File: config.mk
export PLATFORM = sky130hd
export DESIGN_NAME = apb_master_arb
export DESIGN_NICKNAME = d
export VERILOG_FILES = /design/src/rtl/apb_arb_pkg.sv /design/src/rtl/rr_arbiter.sv /design/src/rtl/apb_master_arb.sv
export SDC_FILE = /design/constraint.sdc
export NUM_CORES = 1
export LEC_CHECK = 0
export CAP_MARGIN = 20
export CORE_ASPECT_RATIO = 2
export CORE_UTILIZATION = 40
export DETAILED_ROUTE_END_ITERATION = 8
export GPL_TIMING_DRIVEN = 0
export PLACE_DENSITY = 0.79
export RECOVER_POWER = 25
export SETUP_SLACK_MARGIN = 0.1
export SLEW_MARGIN = 30
export SYNTH_ARGS = -nofsm -noshare
export SYNTH_HDL_FRONTEND = slang
export SYNTH_SLANG_ARGS = --single-unit
File: constraint.sdc
create_clock -name pclk -period 1.8 [get_ports pclk]
set_input_delay 0.36 -clock pclk [delete_from_list [all_inputs] [get_ports pclk]]
set_output_delay 0.36 -clock pclk [all_outputs]
set_load 0.02 [all_outputs]
File: src/rtl/apb_arb_pkg.sv
// Shared state encoding, default widths and packed-slice helper for apb_master_arb.
package apb_arb_pkg;

  typedef enum logic [1:0] {
    IDLE   = 2'b00,
    SETUP  = 2'b01,
    ACCESS = 2'b10
  } apbState_e;

  localparam int DEF_NUM_REQ    = 2;
  localparam int DEF_ADDR_WIDTH = 8;
  localparam int DEF_DATA_WIDTH = 32;
  localparam int DEF_TIMEOUT    = 16;

  // Low bit of requester idx's field inside a packed per-requester bus.
  function automatic int sliceLo(input int idx, input int width);
    return idx * width;
  endfunction

endpackage

File: src/rtl/rr_arbiter.sv
// Combinational round-robin arbiter: grants the first request at or after rrPtr,
// searching upward and wrapping.
module rr_arbiter import apb_arb_pkg::*; #(
  parameter int NUM_REQ = DEF_NUM_REQ,
  parameter int IDX_W   = (NUM_REQ > 1) ? $clog2(NUM_REQ) : 1
) (
  input  logic [NUM_REQ-1:0] reqVec,
  input  logic [IDX_W-1:0]   rrPtr,
  output logic [NUM_REQ-1:0] grant,
  output logic [IDX_W-1:0]   grantIdx
);

  int bestDist;

  always_comb begin
    grant    = '0;
    grantIdx = '0;
    bestDist = NUM_REQ;
    // Closest requester above the pointer (with wrap) wins.
    for (int i = 0; i < NUM_REQ; i++) begin
      if (reqVec[i] && (((i + NUM_REQ - int'(rrPtr)) % NUM_REQ) < bestDist)) begin
        bestDist = (i + NUM_REQ - int'(rrPtr)) % NUM_REQ;
        grant    = '0;
        grant[i] = 1'b1;
        grantIdx = IDX_W'(i);
      end
    end
  end

endmodule

File: src/rtl/apb_master_arb.sv
// Round-robin APB master serializing NUM_REQ requesters onto one APB slave.
// Optional ACCESS-phase timeout is enabled by defining APB_ARB_TIMEOUT_EN.
module apb_master_arb import apb_arb_pkg::*; #(
  parameter int NUM_REQ     = DEF_NUM_REQ,
  parameter int ADDr_WIDTH  = DEF_ADDR_WIDTH,
  parameter int Data_WIDTH  = DEF_DATA_WIDTH,
  parameter int pSTRB_WIDTH = Data_WIDTH / 8,
  parameter int TIMEOUT     = DEF_TIMEOUT
) (
  input  logic                           pclk,
  input  logic                           prst_n,
  input  logic [NUM_REQ-1:0]             req_valid,
  output logic [NUM_REQ-1:0]             req_ready,
  input  logic [NUM_REQ-1:0]             req_write,
  input  logic [NUM_REQ*ADDr_WIDTH-1:0]  req_addr,
  input  logic [NUM_REQ*Data_WIDTH-1:0]  req_wdata,
  input  logic [NUM_REQ*pSTRB_WIDTH-1:0] req_strb,
  output logic [NUM_REQ-1:0]             rsp_valid,
  output logic [Data_WIDTH-1:0]          rsp_rdata,
  output logic                           rsp_err,
  output logic                           psel,
  output logic                           penable,
  output logic                           pWRITE,
  output logic [ADDr_WIDTH-1:0]          pADDr,
  output logic [Data_WIDTH-1:0]          pWDATA,
  output logic [pSTRB_WIDTH-1:0]         pSTRB,
  input  logic                           pREADY,
  input  logic [Data_WIDTH-1:0]          pRDATA
);

  localparam int IDX_W = (NUM_REQ > 1) ? $clog2(NUM_REQ) : 1;

  if (NUM_REQ < 2 || NUM_REQ > 8 || TIMEOUT < 1) begin : gBadCfg
    $error("apb_master_arb: NUM_REQ must be 2..8 and TIMEOUT at least 1");
  end

  apbState_e              state;
  logic [IDX_W-1:0]       rrPtr;
  logic [IDX_W-1:0]       gntIdx;
  logic [IDX_W-1:0]       nextPtr;
  logic [NUM_REQ-1:0]     gntOh;
  logic [NUM_REQ-1:0]     arbGrant;
  logic [IDX_W-1:0]       arbIdx;
  logic [ADDr_WIDTH-1:0]  addrArr  [NUM_REQ];
  logic [Data_WIDTH-1:0]  wdataArr [NUM_REQ];
  logic [pSTRB_WIDTH-1:0] strbArr  [NUM_REQ];

  for (genvar i = 0; i < NUM_REQ; i++) begin : gSlice
    assign addrArr[i]  = req_addr[sliceLo(i, ADDr_WIDTH) +: ADDr_WIDTH];
    assign wdataArr[i] = req_wdata[sliceLo(i, Data_WIDTH) +: Data_WIDTH];
    assign strbArr[i]  = req_strb[sliceLo(i, pSTRB_WIDTH) +: pSTRB_WIDTH];
  end

  rr_arbiter #(
    .NUM_REQ (NUM_REQ),
    .IDX_W   (IDX_W)
  ) uArb (
    .reqVec   (req_valid),
    .rrPtr    (rrPtr),
    .grant    (arbGrant),
    .grantIdx (arbIdx)
  );

  assign req_ready = (state == IDLE) ? arbGrant : '0;
  assign nextPtr   = (gntIdx == IDX_W'(NUM_REQ - 1)) ? '0 : gntIdx + 1'b1;

`ifdef APB_ARB_TIMEOUT_EN
  localparam int CNT_W = $clog2(TIMEOUT + 1);
  logic [CNT_W-1:0] toCnt;
`else
  assign rsp_err = 1'b0;
`endif

  always_ff @(posedge pclk or negedge prst_n) begin
    if (!prst_n) begin
      state     <= IDLE;
      rrPtr     <= '0;
      gntIdx    <= '0;
      gntOh     <= '0;
      psel      <= 1'b0;
      penable   <= 1'b0;
      pWRITE    <= 1'b0;
      pADDr     <= '0;
      pWDATA    <= '0;
      pSTRB     <= '0;
      rsp_valid <= '0;
      rsp_rdata <= '0;
`ifdef APB_ARB_TIMEOUT_EN
      rsp_err   <= 1'b0;
      toCnt     <= '0;
`endif
    end else begin
      rsp_valid <= '0;
      case (state)
        IDLE: begin
          if (|req_valid) begin
            gntIdx <= arbIdx;
            gntOh  <= arbGrant;
            pWRITE <= req_write[arbIdx];
            pADDr  <= addrArr[arbIdx];
            pWDATA <= wdataArr[arbIdx];
            pSTRB  <= strbArr[arbIdx];
            psel   <= 1'b1;
            state  <= SETUP;
          end
        end
        SETUP: begin
          penable <= 1'b1;
          state   <= ACCESS;
`ifdef APB_ARB_TIMEOUT_EN
          toCnt   <= '0;
`endif
        end
        ACCESS: begin
          // A ready in the limit cycle still completes normally.
          if (pREADY) begin
            psel      <= 1'b0;
            penable   <= 1'b0;
            rsp_valid <= gntOh;
            rsp_rdata <= pWRITE ? '0 : pRDATA;
            rrPtr     <= nextPtr;
            state     <= IDLE;
`ifdef APB_ARB_TIMEOUT_EN
            rsp_err   <= 1'b0;
`endif
          end
`ifdef APB_ARB_TIMEOUT_EN
          else if (toCnt == CNT_W'(TIMEOUT - 1)) begin
            psel      <= 1'b0;
            penable   <= 1'b0;
            rsp_valid <= gntOh;
            rsp_rdata <= '0;
            rsp_err   <= 1'b1;
            rrPtr     <= nextPtr;
            state     <= IDLE;
          end else begin
            toCnt <= toCnt + 1'b1;
          end
`endif
        end
        default: state <= IDLE;
      endcase
    end
  end

endmodule

==> results of run 1 <==
## cell usage in the layout, fill, tap and decap left out, types with 2 or more instances in the layout
cell type	synthesis	layout
clkbuf_2	0	6
dlygate4sd2_1	0	11
a31oi_1	25	25
clkbuf_1	26	28
dfrtp_2	0	3
o21ai_0	65	65
dlymetal6s2s_1	0	23
a31oi_2	20	20
a21oi_1	47	47
buf_2	11	7
nand3_1	45	45
dfrtp_1	86	83
clkbuf_16	0	9
buf_6	4	8
o21ai_1	13	13
nand2_1	34	33
nor2_1	5	4
clkdlybuf4s50_1	0	172
bufinv_16	0	2
inv_1	5	5
nand2b_1	33	32
buf_4	1	8
## routing by layer
layer  global-route usage  share of wire
met5                    0        0.00043
met4                0.129          0.041
met3               0.0540          0.064
met2                0.499           0.55
met1                0.283           0.34
## cells by family (layout without fill, tap and decap cells)
| logic type | after synthesis | count (layout) | share of synthesized area |
|---|---|---|---|
| flops | 86 | 86 | 0.528 |
| mux | 1 | 1 | 0.00276 |
| buf+inv | 50 | 284 | 0.0577 |
| other cells | 1 | 2 | 0.000919 |
| compound gates | 173 | 173 | 0.260 |
| simple gates | 123 | 123 | 0.152 |
## worst max-delay path, delay by kind of cell, from the launching register on
kind                   cells  cell delay, ns
flip-flops                 1            0.42
buffers and inverters      3            0.32
AND/OR/NAND/NOR            2            0.31
## stage by stage
step | TNS (ns) | worst slack [ns] | instances | cell area [sq um]
6_report | 0 | 0.0531 | 801 | 6850
5_1_grt | 0 | 0.0243 | 800 | 6840
3_3_place_gp | -238.59 | -2.68 | 775 | 6340
4_1_cts | 0 | 0.0481 | 800 | 6780
2_1_floorplan | 0 | 0.184 | 434 | 4080
3_5_place_dp | -10.49 | -0.676 | 776 | 6360
## how the worst max path moves through the flow
| stage | start | endpoint | slack, ns | cells after the start |
|---|---|---|---|---|
| final | state[0] | req_ready[0] | 0.05 | 5 |
| after detailed placement | req_valid[0] | req_ready[0] | -0.68 | 6 |
| after floorplan | state[1] | req_ready[0] | 0.18 | 4 |
| after global placement | prst_n | pADDr[1] | -2.68 | 1 |
| after global routing | state[0] | req_ready[0] | 0.02 | 5 |
| after CTS | rrPtr | req_ready[0] | 0.05 | 5 |
## layout make-up
cell class | instances | area share
Tap cell | 132 | 0.0241
Clock buffer | 13 | 0.0365
Buffer | 45 | 0.0369
Sequential cell | 86 | 0.315
Inverter | 5 | 0.00274
Antenna cell | 1 | 0.000365
Clock inverter | 3 | 0.00987
Multi-Input combinational cell | 298 | 0.251
Timing Repair Buffer | 218 | 0.323
## power breakdown
part,total (mW),switching [mW],internal [mW]
Combinational,5.73,3.10,2.62
Clock,1.99,0.730,1.26
Sequential,3.30,0.489,2.81
## registers in the layout, summed over array words and instances, names as in the netlist
name	count
pWDATA	32
rsp_rdata	32
psel	1
pSTRB	4
pWRITE	1
rsp_valid	2
pADDr	8
rrPtr	1
penable	1
gntOh	1
gntIdx	1
state	2
## repair_timing
action | 4_1_cts | 5_1_grt
setup endpoints to repair | 33 | 49
buffers inserted | 7 | 0
hold endpoints to repair | 14 | 0
pin swaps | 1 | 1
hold buffers | 1 | 0
resized for setup | 40 | 33
==> summary.md, run 1 <==
| Metric | Value |
|---|---|
| Max stage delay on crit path | `0.42 ns` |
| Total gr overflow | `0` |
| Final Core Density | `0.697` |
| RSZ-0062 raised after global routing | `yes` |
| WL final | `14000 um` |
| CTS max path bufs | `2` |
| Routed vias/inst | `5.37` |
| Worst r2r dst | `rsp_rdata[17]` |
| Worst-path fanout max | `2` |
| CTS H-tree depth | `3` |
| Clock slew at reported path FFs | `0.06 ns` |
| Worst setup SP type | `register` |
| Tmin final | `1.75 ns` |
| Initial Utilization | `0.415` |
| TritonCTS clock tree | `done` |
| Buffers added on ports | `209` |
| PD cells | `1610 nW/um^2` |
| Root buffer cell | `clkbuf_16` |
| Number of global-route vias before repair | `4534` |
| Reg2Reg Depth | `6` |
| Worst-Margin Slew | `0.945 ns` |
| Async SR Flop Fraction | `1.00` |
| Number of CTS-inserted buffers | `9` |
| Min Hold Slack | `0.477 ns` |
| Hold Crit Class | `register to register` |
| Slew headroom | `0.370` |
| Post-DRT Antenna Nets | `0` |
| CP cell instances | `nor2_4 > buf_6 > buf_8 > and3_4 > buf_6` |
| Pwr Total | `11.0 mW` |
| Post-synth EDFFs | `0` |
| Via count | `4304` |
| Final hold vios | `0` |
| Hold path endpoint | `rsp_rdata[3]` |
| Top-area cell type share of the netlist area | `0.528` |
| Global-route wire length before repair | `21800 um` |
| Layout area overhead | `67.9%` |
| Arrival time at the worst endpoint | `1.39 ns` |
| Synth top area cells | `dfrtp_1 (53%), o21ai_0 (8.0%), a31oi_2 (6.1%)` |
| Syn Area/Cell | `9.40 sq um` |
| Seq/Total Area, Yosys | `0.528` |
| VDD IR max | `0.829 mV` |
| Max-cap violations | `0` |
| Syn_nets | `561` |
| Die area | `10600 sq um` |
| # fillers | `831` |
| Reg2reg start | `state[0]` |
| Required @ worst endpoint | `1.44 ns` |
| Wire length per cell | `17.4 um` |
| Reg area | `2160 sq um` |
| Most used DFF post-synth | `dfrtp_1` |
| Mapped Area | `4080 sq um` |
| CP max stage cell | `dfrtp_2` |
| Leading area contributor after synthesis | `dfrtp_1` |
| Final Skew | `0.00358 ns` |
| # setup viols final | `0` |
| Static Leak | `2.90 nW` |
| Critical path capture point type | `output port` |
| Clk_lat worst skew | `0.34 ns` |
| Total track usage | `0.269` |
| Die Y | `145 um` |
| Period Utilization, post-route | `0.970` |
| Layout cells sized above 1 | `0.109` |
| Core area | `9830 sq um` |
| Fmax | `572 MHz` |
| Area of the multi-input gates | `1720 sq um` |
| CP dominant cell by count | `buf_6` |
| Antenna violations before repair | `0` |
| Reg2Reg Setup Slack | `0.18 ns` |
| DR pass1 iterations | `5` |
| Netlist cell types | `27` |
| DP HPWL | `10500 um` |
| Min-delay src | `rsp_rdata[3]` |
| Largest net degree at the start of global routing | `73` |
| Yosys reg bits | `86` |
| Most frequent cells after synthesis | `dfrtp_1 (86), o21ai_0 (65), a21oi_1 (47)` |
| Ports | `211` |
| GPL Wtd Cong | `0.900` |
| Final Max Tran Viols | `0` |
| DRC | `0` |
| Placement Rows | `51` |
| Post-Synthesis Cells | `434` |
| Yosys warnings | `0` |
| Crit path kind | `register to output port` |
| Sink Count | `86` |
| Final net count | `790` |
| Die Wd | `73.4 um` |
| Outcome | `finished clean` |
| WHS Path Cells | `2` |
| Initial drt markers | `296` |
| Cell with the most instances after synthesis | `dfrtp_1` |
No activity file was read; power rests on OpenSTA's default activity.
==> run 2, diff against run 1 <==
TNS_END_PERCENT = 5   (was not set)
==> run 2 against run 1 <==
Effect of this change:
- sequential power hardly changed
- die area stayed put
- largest cell class unchanged
- wire length is 0.72% lower
- cell count stayed put
- global-route usage fell by 0.058 points
- register-to-register slack got worse by 0.03 ns
- non-clock buffer count is 1 higher
- critical path depth did not move
- utilization fell by 0.32 points
- worst hold slack gained 0.0011 ns
- clock skew about the same
- setup slack worse by 0.0016 ns
==> summary.md, run 2 (synthesized netlist as in run 1, its figures left out) <==
| Metric | Value |
|---|---|
| Outcome | `finished clean (unchanged)` |
| Final Max Tran Viols | `0 (unchanged)` |
| Clock slew at reported path FFs | `0.06 ns (about the same)` |
| DP Area | `6360 sq um (unchanged)` |
| DRC | `0 (unchanged)` |
| Layout area overhead | `67.1% (was 67.9%)` |
| Number of CTS-inserted buffers | `9 (unchanged)` |
| Core area | `9830 sq um (unchanged)` |
| VDD IR max | `0.852 mV (was 0.829 mV)` |
| CP dominant cell by count | `buf_6 (unchanged)` |
| Slew headroom | `0.370 (about the same)` |
| DP HPWL | `10500 um (unchanged)` |
| Busiest layer in global routing | `met2 (unchanged)` |
| GPL Wtd Cong | `0.900 (unchanged)` |
| Die area | `10600 sq um (unchanged)` |
| Final net count | `791 (was 790)` |
| Total gr overflow | `0 (unchanged)` |
| Die Wd | `73.4 um (unchanged)` |
| Via count | `4282 (was 4304)` |
| CTS max path bufs | `2 (unchanged)` |
| RSZ-0062 raised after global routing | `yes (unchanged)` |
| Worst-path fanout max | `2 (unchanged)` |
| Crit path kind | `register to output port (unchanged)` |
| Required @ worst endpoint | `1.44 ns (about the same)` |
| Number of global-route vias before repair | `4525 (was 4534)` |
| TritonCTS clock tree | `done (unchanged)` |
| Sink Count | `86 (unchanged)` |
| Final hold vios | `0 (unchanged)` |
| Post-DRT Antenna Nets | `0 (unchanged)` |
| Regs by FF count | `pWDATA (32), rsp_rdata (32), pADDr (8) (unchanged)` |
| WL final | `13900 um (was 14000 um)` |
| Tmin final | `1.75 ns (about the same)` |
| Period Utilization, post-route | `0.971 (was 0.970)` |
| Routed vias/inst | `5.35 (was 5.37)` |
| DR pass1 iterations | `4 (was 5)` |
| Layout cells sized above 1 | `0.105 (was 0.109)` |
| Met3 Track Usage GR | `0.0540 (unchanged)` |
| Wire length per cell | `17.3 um (was 17.4 um)` |
| Antenna diode count | `0 (was 1)` |
| Worst setup SP type | `register (unchanged)` |
| Arrival time at the worst endpoint | `1.39 ns (about the same)` |
| Final Core Density | `0.694 (was 0.697)` |
| Commonest non-fill, non-tap cell in the layout | `clkdlybuf4s50_1 (unchanged)` |
| Min Hold Slack | `0.478 ns (was 0.477 ns)` |
| Antenna violations before repair | `0 (unchanged)` |
| Initial Utilization | `0.415 (unchanged)` |
| Total track usage | `0.269 (about the same)` |
| Hold Crit Class | `register to register (unchanged)` |
| Buffers added on ports | `209 (unchanged)` |
| Design area | `6820 sq um (was 6850 sq um)` |
| Final Skew | `0.00345 ns (was 0.00358 ns)` |
| Global-route wire length before repair | `21800 um (about the same)` |
| # fillers | `831 (unchanged)` |
| Fmax | `572 MHz (about the same)` |
| Root buffer cell | `clkbuf_16 (unchanged)` |
| Clk_lat worst skew | `0.34 ns (about the same)` |
| # setup viols final | `0 (unchanged)` |
| GR Util met2 | `0.496 (was 0.499)` |
| CTS H-tree depth | `3 (unchanged)` |
| PD cells | `1630 nW/um^2 (was 1610 nW/um^2)` |
| Largest net degree at the start of global routing | `73 (unchanged)` |
| Static Leak | `2.70 nW (was 2.90 nW)` |
| Routing usage on met1 | `0.284 (was 0.283)` |
| Commonest non-fill, non-tap cells in the layout | `clkdlybuf4s50_1 (203), dfrtp_1 (83), o21ai_0 (65) (was clkdlybuf4s50_1 (172), dfrtp_1 (83), o21ai_0 (65))` |
| Placed cells | `776 (unchanged)` |
| Initial drt markers | `292 (was 296)` |
| Worst-Margin Slew | `0.944 ns (was 0.945 ns)` |
| Critical path capture point type | `output port (unchanged)` |
| Ports | `211 (unchanged)` |
| CP max stage cell | `dfrtp_2 (unchanged)` |
| Max-cap violations | `0 (unchanged)` |
| Die Y | `145 um (unchanged)` |
| CP cell instances | `nor2_4 > buf_6 > buf_8 > and3_4 > buf_6 (unchanged)` |
| Max stage delay on crit path | `0.42 ns (about the same)` |
| Cell Count, Final, Fillers Out | `801 (unchanged)` |
| Placement Rows | `51 (unchanged)` |
run 2: cell types whose count changed in the layout (fill, tap and decap cells not counted):
cell	change
dlygate4sd2_1	-9
clkbuf_2	-4
buf_1	+3
diode_2	-1
dlymetal6s2s_1	-22
clkbuf_1	+1
buf_12	+1
clkdlybuf4s50_1	+31
run 2: area by class of cell:
cell class,count,area [sq um],share of cell area
Buffer,45,248,0.0364
Clock buffer,13,250,0.0367
Clock inverter,3,67.6,0.00991
Inverter,5,18.8,0.00275
Multi-Input combinational cell,298,1720,0.252
Sequential cell,86,2160,0.316
Tap cell,132,165,0.0242
Timing Repair Buffer,219,2190,0.321
run 2: per-layer routing:
layer  share of wire  routed length, um  vias to the layer above
li1                -                  -                     1997
met1            0.35               4860                     2054
met2            0.55               7620                      193
met3           0.057                797                       36
met4           0.041                572                        2
met5         0.00058                  8                        -
run 2: where the power goes:
group	leakage [nW]	switching (mW)	internal (mW)
Sequential	1.03	0.503	2.81
Combinational	1.52	3.09	2.74
Clock	0.150	0.728	1.26
Total	2.70	4.32	6.81
run 2: stage by stage:
stage	power, mW	setup WS (ns)	TNS [ns]
2_1_floorplan	6.28	0.184	0
3_3_place_gp	8.77	-2.68	-238.59
3_5_place_dp	8.97	-0.676	-10.49
4_1_cts	11.2	0.00958	0
5_1_grt	11.8	0.0185	0
6_report	11.1	0.0515	0
run 2: worst max-delay path: cells and delay by family (launching register included):
family / cells / cell delay [ns]
DFF: 1 / 0.42
and+or+nand+nor: 2 / 0.32
buffers and inverters: 3 / 0.32
run 2: timing repair:
item | in CTS | in global routing
endpoints found under the setup margin | 33 | 69
endpoints found under the hold margin | 14 | 0
gates resized for setup | 30 | 7
hold buffers | 1 | 0
pin swaps | 1 | 2
buffers inserted | 6 | 2
run 2: path summary, 6_finish.rpt:
path,from,to,slack (ns),depth (start not counted)
max in group asynchronous,prst_n,pWRITE,0.25,3
min in group asynchronous,prst_n,pSTRB[0],0.69,2
worst max-delay path,state[0],req_ready[0],0.05,5
worst min-delay path,rsp_rdata[3],rsp_rdata[3],0.48,2
worst max register to register,rrPtr,pWRITE,0.15,7
worst min register to register,rsp_rdata[3],rsp_rdata[3],0.48,2
==> run 3, diff against run 2 <==
RECOVER_POWER = not set   (was 25)
SLEW_MARGIN = 5   (was 30)
==> run 3 against run 2 <==
Effect of this change:
- utilization decreased by 0.14 points
- via count about the same
- global-route usage decreased by 0.23 points
- sequential cell count unchanged
- sequential power about the same
- combinational power about the same
- sequential share of layout area increased by 0.064 points
- clock power decreased by 8%
- first-iteration DRC count decreased by 14%
==> summary.md, run 3 (synthesized netlist as in run 1, its figures left out) <==
| Metric | Value |
|---|---|
| Outcome | `finished clean (unchanged)` |
| Pwr Total | `11.0 mW (was 11.1 mW)` |
| Commonest non-fill, non-tap cell in the layout | `clkdlybuf4s50_1 (unchanged)` |
| Number of CTS-inserted buffers | `9 (unchanged)` |
| Routed vias/inst | `5.34 (was 5.35)` |
| Total gr overflow | `0 (unchanged)` |
| Initial Utilization | `0.415 (unchanged)` |
| Antenna diode count | `0 (unchanged)` |
| Buffers added on ports | `209 (unchanged)` |
| Family with the most delay on the worst path | `buffers and inverters (was flip-flops)` |
| Static Leak | `2.70 nW (about the same)` |
| DR pass1 iterations | `5 (was 4)` |
| Via count | `4281 (was 4282)` |
| DRC | `0 (unchanged)` |
| Met3 Track Usage GR | `0.0485 (was 0.0540)` |
| Largest net degree at the start of global routing | `58 (was 73)` |
| RSZ-0062 raised after global routing | `yes (unchanged)` |
| GR Util met2 | `0.507 (was 0.496)` |
| WL final | `13800 um (was 13900 um)` |
| Post-DRT Antenna Nets | `0 (unchanged)` |
| Global-route wire length before repair | `21700 um (was 21800 um)` |
| Sink Count | `86 (unchanged)` |
| TritonCTS clock tree | `done (unchanged)` |
| Placed cells | `776 (unchanged)` |
| Layout cells sized above 1 | `0.119 (was 0.105)` |
| CP Buf/Inv Count | `3 (unchanged)` |
| Die area | `10600 sq um (unchanged)` |
| Routing usage on met1 | `0.276 (was 0.284)` |
| Final net count | `793 (was 791)` |
| Final hold vios | `0 (unchanged)` |
| Hold Crit Class | `register to register (unchanged)` |
| GPL Wtd Cong | `0.900 (unchanged)` |
| Total track usage | `0.266 (was 0.269)` |
| Final Skew | `0.00742 ns (was 0.00345 ns)` |
| Max-cap violations | `0 (unchanged)` |
| Clock slew at reported path FFs | `0.06 ns (about the same)` |
| Placement Rows | `51 (unchanged)` |
| Period Utilization, post-route | `0.976 (was 0.971)` |
| Root buffer cell | `clkbuf_16 (unchanged)` |
| Die Y | `145 um (unchanged)` |
| Required @ worst endpoint | `1.44 ns (about the same)` |
| Die Wd | `73.4 um (unchanged)` |
| CTS H-tree depth | `3 (unchanged)` |
| DP HPWL | `10500 um (about the same)` |
| CP cell instances | `clkdlybuf4s50_1 > buf_6 > nand2_4 > nor3_1 > buf_2 (was nor2_4 > buf_6 > buf_8 > and3_4 > buf_6)` |
| Initial drt markers | `251 (was 292)` |
| Max stage delay on crit path | `0.53 ns (was 0.42 ns)` |
| Arrival time at the worst endpoint | `1.40 ns (was 1.39 ns)` |
| Cell Count, Final, Fillers Out | `802 (was 801)` |
| # setup viols final | `0 (unchanged)` |
| Worst-path fanout max | `4 (was 2)` |
| Worst setup SP type | `input port (was register)` |
| # fillers | `815 (was 831)` |
| Core area | `9830 sq um (unchanged)` |
| Busiest layer in global routing | `met2 (unchanged)` |
| Crit path kind | `input port to output port (was register to output port)` |
| Tmin final | `1.76 ns (was 1.75 ns)` |
| Fmax | `569 MHz (was 572 MHz)` |
| CTS max path bufs | `2 (unchanged)` |
| CP max stage cell | `clkdlybuf4s50_1 (was dfrtp_2)` |
| Commonest non-fill, non-tap cells in the layout | `clkdlybuf4s50_1 (204), dfrtp_1 (83), o21ai_0 (65) (was clkdlybuf4s50_1 (203), dfrtp_1 (83), o21ai_0 (65))` |
| Antenna violations before repair | `0 (unchanged)` |
| VDD IR max | `0.764 mV (was 0.852 mV)` |
| Number of global-route vias before repair | `4536 (was 4525)` |
| Layout area overhead | `66.7% (was 67.1%)` |
| Wire length per cell | `17.2 um (was 17.3 um)` |
| Ports | `211 (unchanged)` |
| Regs by FF count | `pWDATA (32), rsp_rdata (32), pADDr (8) (unchanged)` |
| Final Max Tran Viols | `0 (unchanged)` |
| PD cells | `1620 nW/um^2 (was 1630 nW/um^2)` |
| Critical path capture point type | `output port (unchanged)` |
| Clk_lat worst skew | `0.33 ns (was 0.34 ns)` |
[run 3: changes by cell type in the layout (fill, tap and decap cells not counted), sizes merged]
cell and change:
clkinvlp +1, dlymetal6s2s -1, bufinv -1, clkdlybuf4s50 +1
buf +3, clkbuf -2
[run 3: where the power goes]
group	switching, mW	total, mW	internal, mW
Sequential	0.509	3.32	2.81
Clock	0.716	1.82	1.11
Combinational	3.09	5.86	2.77
Total	4.32	11.0	6.68
[run 3: what timing repair did]
item	CTS	global route
resized for setup	30	16
cloned	0	0
hold buffers	1	0
endpoints found under the setup margin	26	68
pin swaps	1	1
buffers inserted	6	4
hold endpoints to repair	29	0
[run 3: layout make-up]
class                           instances  area, sq um  share of cell area
Tap cell                              132          165              0.0243
Clock buffer                           12          246              0.0362
Buffer                                 45          255              0.0375
Inverter                                5         18.8             0.00276
Multi-Input combinational cell        298         1720               0.253
Sequential cell                        86         2160               0.317
Clock inverter                          3         45.0             0.00662
Timing Repair Buffer                  221         2200               0.323
[run 3: final timing paths]
| path | endpoint | start | slack, ns | cells past startpoint |
|---|---|---|---|---|
| worst max-delay path | req_ready[1] | req_valid[1] | 0.04 | 5 |
| worst min-delay path | rsp_rdata[3] | rsp_rdata[3] | 0.48 | 2 |
| worst max register to register | pWDATA[27] | state[1] | 0.18 | 6 |
| worst min register to register | rsp_rdata[3] | rsp_rdata[3] | 0.48 | 2 |
| max in group asynchronous | pADDr[5] | prst_n | 0.65 | 3 |
| min in group asynchronous | pWDATA[13] | prst_n | 0.53 | 2 |
[run 3: worst min-delay path, delay by kind of cell (launching register included)]
family             cells  cell delay (ns)
and+or+nand+nor        1             0.04
AOI/OAI and AO/OA      1             0.06
DFF                    1             0.34
[run 3: metrics by stage]
step / TNS, ns / util / area (sq um) / setup slack, ns / hold WS, ns
after floorplan: 0 / - / 4080 / 0.184 / 0.0644
after global placement: -238.59 / 0.645 / 6340 / -2.68 / 0.458
after detailed placement: -10.54 / 0.647 / 6360 / -0.681 / 0.326
after CTS: 0 / 0.687 / 6750 / 0.00442 / 0.485
after global routing: 0 / 0.692 / 6800 / 0.0127 / 0.506
final: 0 / 0.692 / 6800 / 0.0432 / 0.477
[run 3: metal layers]
metal  wire length, um  vias up  share of wire
li1                  -     2003              -
met2              7660      186           0.55
met1              4940     2058           0.36
met4               469        0          0.034
met3               756       34          0.055
met5                 0        -              0
==> RTL change: new RTL, flow settings as in run 2 <==
The package constant `DEF_DATA_WIDTH` goes from 32 to 16.
--- a/src/rtl/apb_arb_pkg.sv
+++ b/src/rtl/apb_arb_pkg.sv
@@ -11,3 +11,3 @@
   localparam int DEF_ADDR_WIDTH = 8;
-  localparam int DEF_DATA_WIDTH = 32;
+  localparam int DEF_DATA_WIDTH = 16;
   localparam int DEF_TIMEOUT    = 16;
Ports: changed (6 resized); port bits go from 211 to 125. No check against the original RTL was run, so the function may have changed too.
==> RTL change against run 2 <==
The flow now finishes with violations (design-rule violations); sequential share of layout area is 0.97 points higher; first-iteration DRC count is 71% lower; design area is 41% lower; power is 43% lower; largest power group unchanged; routed wire length is 48% lower; sequential cell count is 34 lower; die area is 40% lower; area after synthesis is 41% lower; worst setup slack worse by 20 ps.
==> RTL change: results <==
group,metric,value,unit
status,status,"complete, but fails checks",
detailed_routing,drc,12,
placed_design,routabilityCongestion,0.7145,
timing,fin_skew,1.672,ps
synth,syn_nets,335,
placed_design,portBuffers,123,
timing,period_share,0.9825,
power_and_ir_drop,switching_share,0.3793,
detailed_routing,drt_iter0_drc,85,
min_path,min_path_type,"in -> async",
global_route,grt_max_degree,53,
power_and_ir_drop,powerSeq,2.02,mW
finish,fin_cells,461,
synth,synth_common_cells,"52 x dfrtp_1, 43 x o21ai_0, 29 x a21oi_1",
status,violations,"design-rule violations",
power_and_ir_drop,pwr-share-clk,0.166,
detailed_routing,drtPass1Iterations,6,
clock_network,cts_setup_buffers,3,
critical_path,cpPeakStageDelay,390,ps
critical_path,crit_arrival,1410,ps
synth,async_flop_share,1.000,
synth,yosysSeqAreaShare,0.5383,
clock_network,cts_buffers,5,
placed_design,dp_cells,444,
finish,nets,474,
critical_path,cpMaxStageDelayCell,"dfrtp_1",
clock_network,htreeDepth,2,
clock_network,clk_latency,280,ps
clock_network,post_cts_resized,25,
detailed_routing,wl,7.140,mm
power_and_ir_drop,ir_drop,890.0,uV
timing,maxSlewHeadroom,0.1523,
synth,synth_cell_types,28,
detailed_routing,via_count,2511,
placed_design,dp_hpwl,5.433,mm
power_and_ir_drop,p_leak,1.640,nW
critical_path,cp_max_fo,4,
global_route,grt_pass1_vias,2557,
power_and_ir_drop,design_power_total,6.393,mW
critical_path,cp_top_family,"simple AND/OR/NAND/NOR gates",
placed_design,dpl_cell_area,0.003722,mm^2
## RTL change: changes by cell type after synthesis, sizes merged
cell / before / now
or2b: 0 / 1
nand3: 45 / 27
o21ai: 78 / 44
a21oi: 47 / 29
nand2: 34 / 18
nand2b: 33 / 16
clkbuf: 26 / 6
a31oi: 45 / 27
dfrtp: 86 / 52
## RTL change: metal layers
metal  track usage  part of all wire  vias up
met4       0.08780             0.023        0
met5             0                 0        -
li1              -                 -     1194
met3       0.04413             0.045       14
met1        0.2381              0.34     1214
met2        0.4502              0.59       89
## RTL change: cell type report
type / count / area [um^2]
Timing Repair Buffer: 132 / 1290
Inverter: 5 / 18.77
Tap cell: 61 / 76.32
Sequential cell: 52 / 1304
Clock buffer: 5 / 125.1
Fill cell: 477 / 1759
Buffer: 25 / 166.4
Clock inverter: 3 / 42.54
Multi-Input combinational cell: 178 / 975.9
## RTL change: final timing paths
check / cells after the start / end / start / slack (ps)
max in group asynchronous: 1 / state[1]$_DFFE_PN0P_ / prst_n / 600
worst min register to register: 2 / rsp_rdata[10]$_DFFE_PN0P_ / rsp_rdata[10]$_DFFE_PN0P_ / 480
worst max register to register: 7 / pADDr[6]$_DFFE_PN0P_ / rrPtr$_DFFE_PN0P_ / 250
worst max-delay path: 5 / req_ready[0] / rrPtr$_DFFE_PN0P_ / 30
min in group pclk: 2 / rsp_rdata[10]$_DFFE_PN0P_ / rsp_rdata[10]$_DFFE_PN0P_ / 480
worst min-delay path: 1 / rsp_rdata[0]$_DFFE_PN0P_ / prst_n / 340
## RTL change: kinds of logic after synthesis
family,synth area share
compound gates,0.2345
buf+inv,0.06832
other cells,0.001551
simple gates,0.1527
flops,0.5383
mux,0.004658
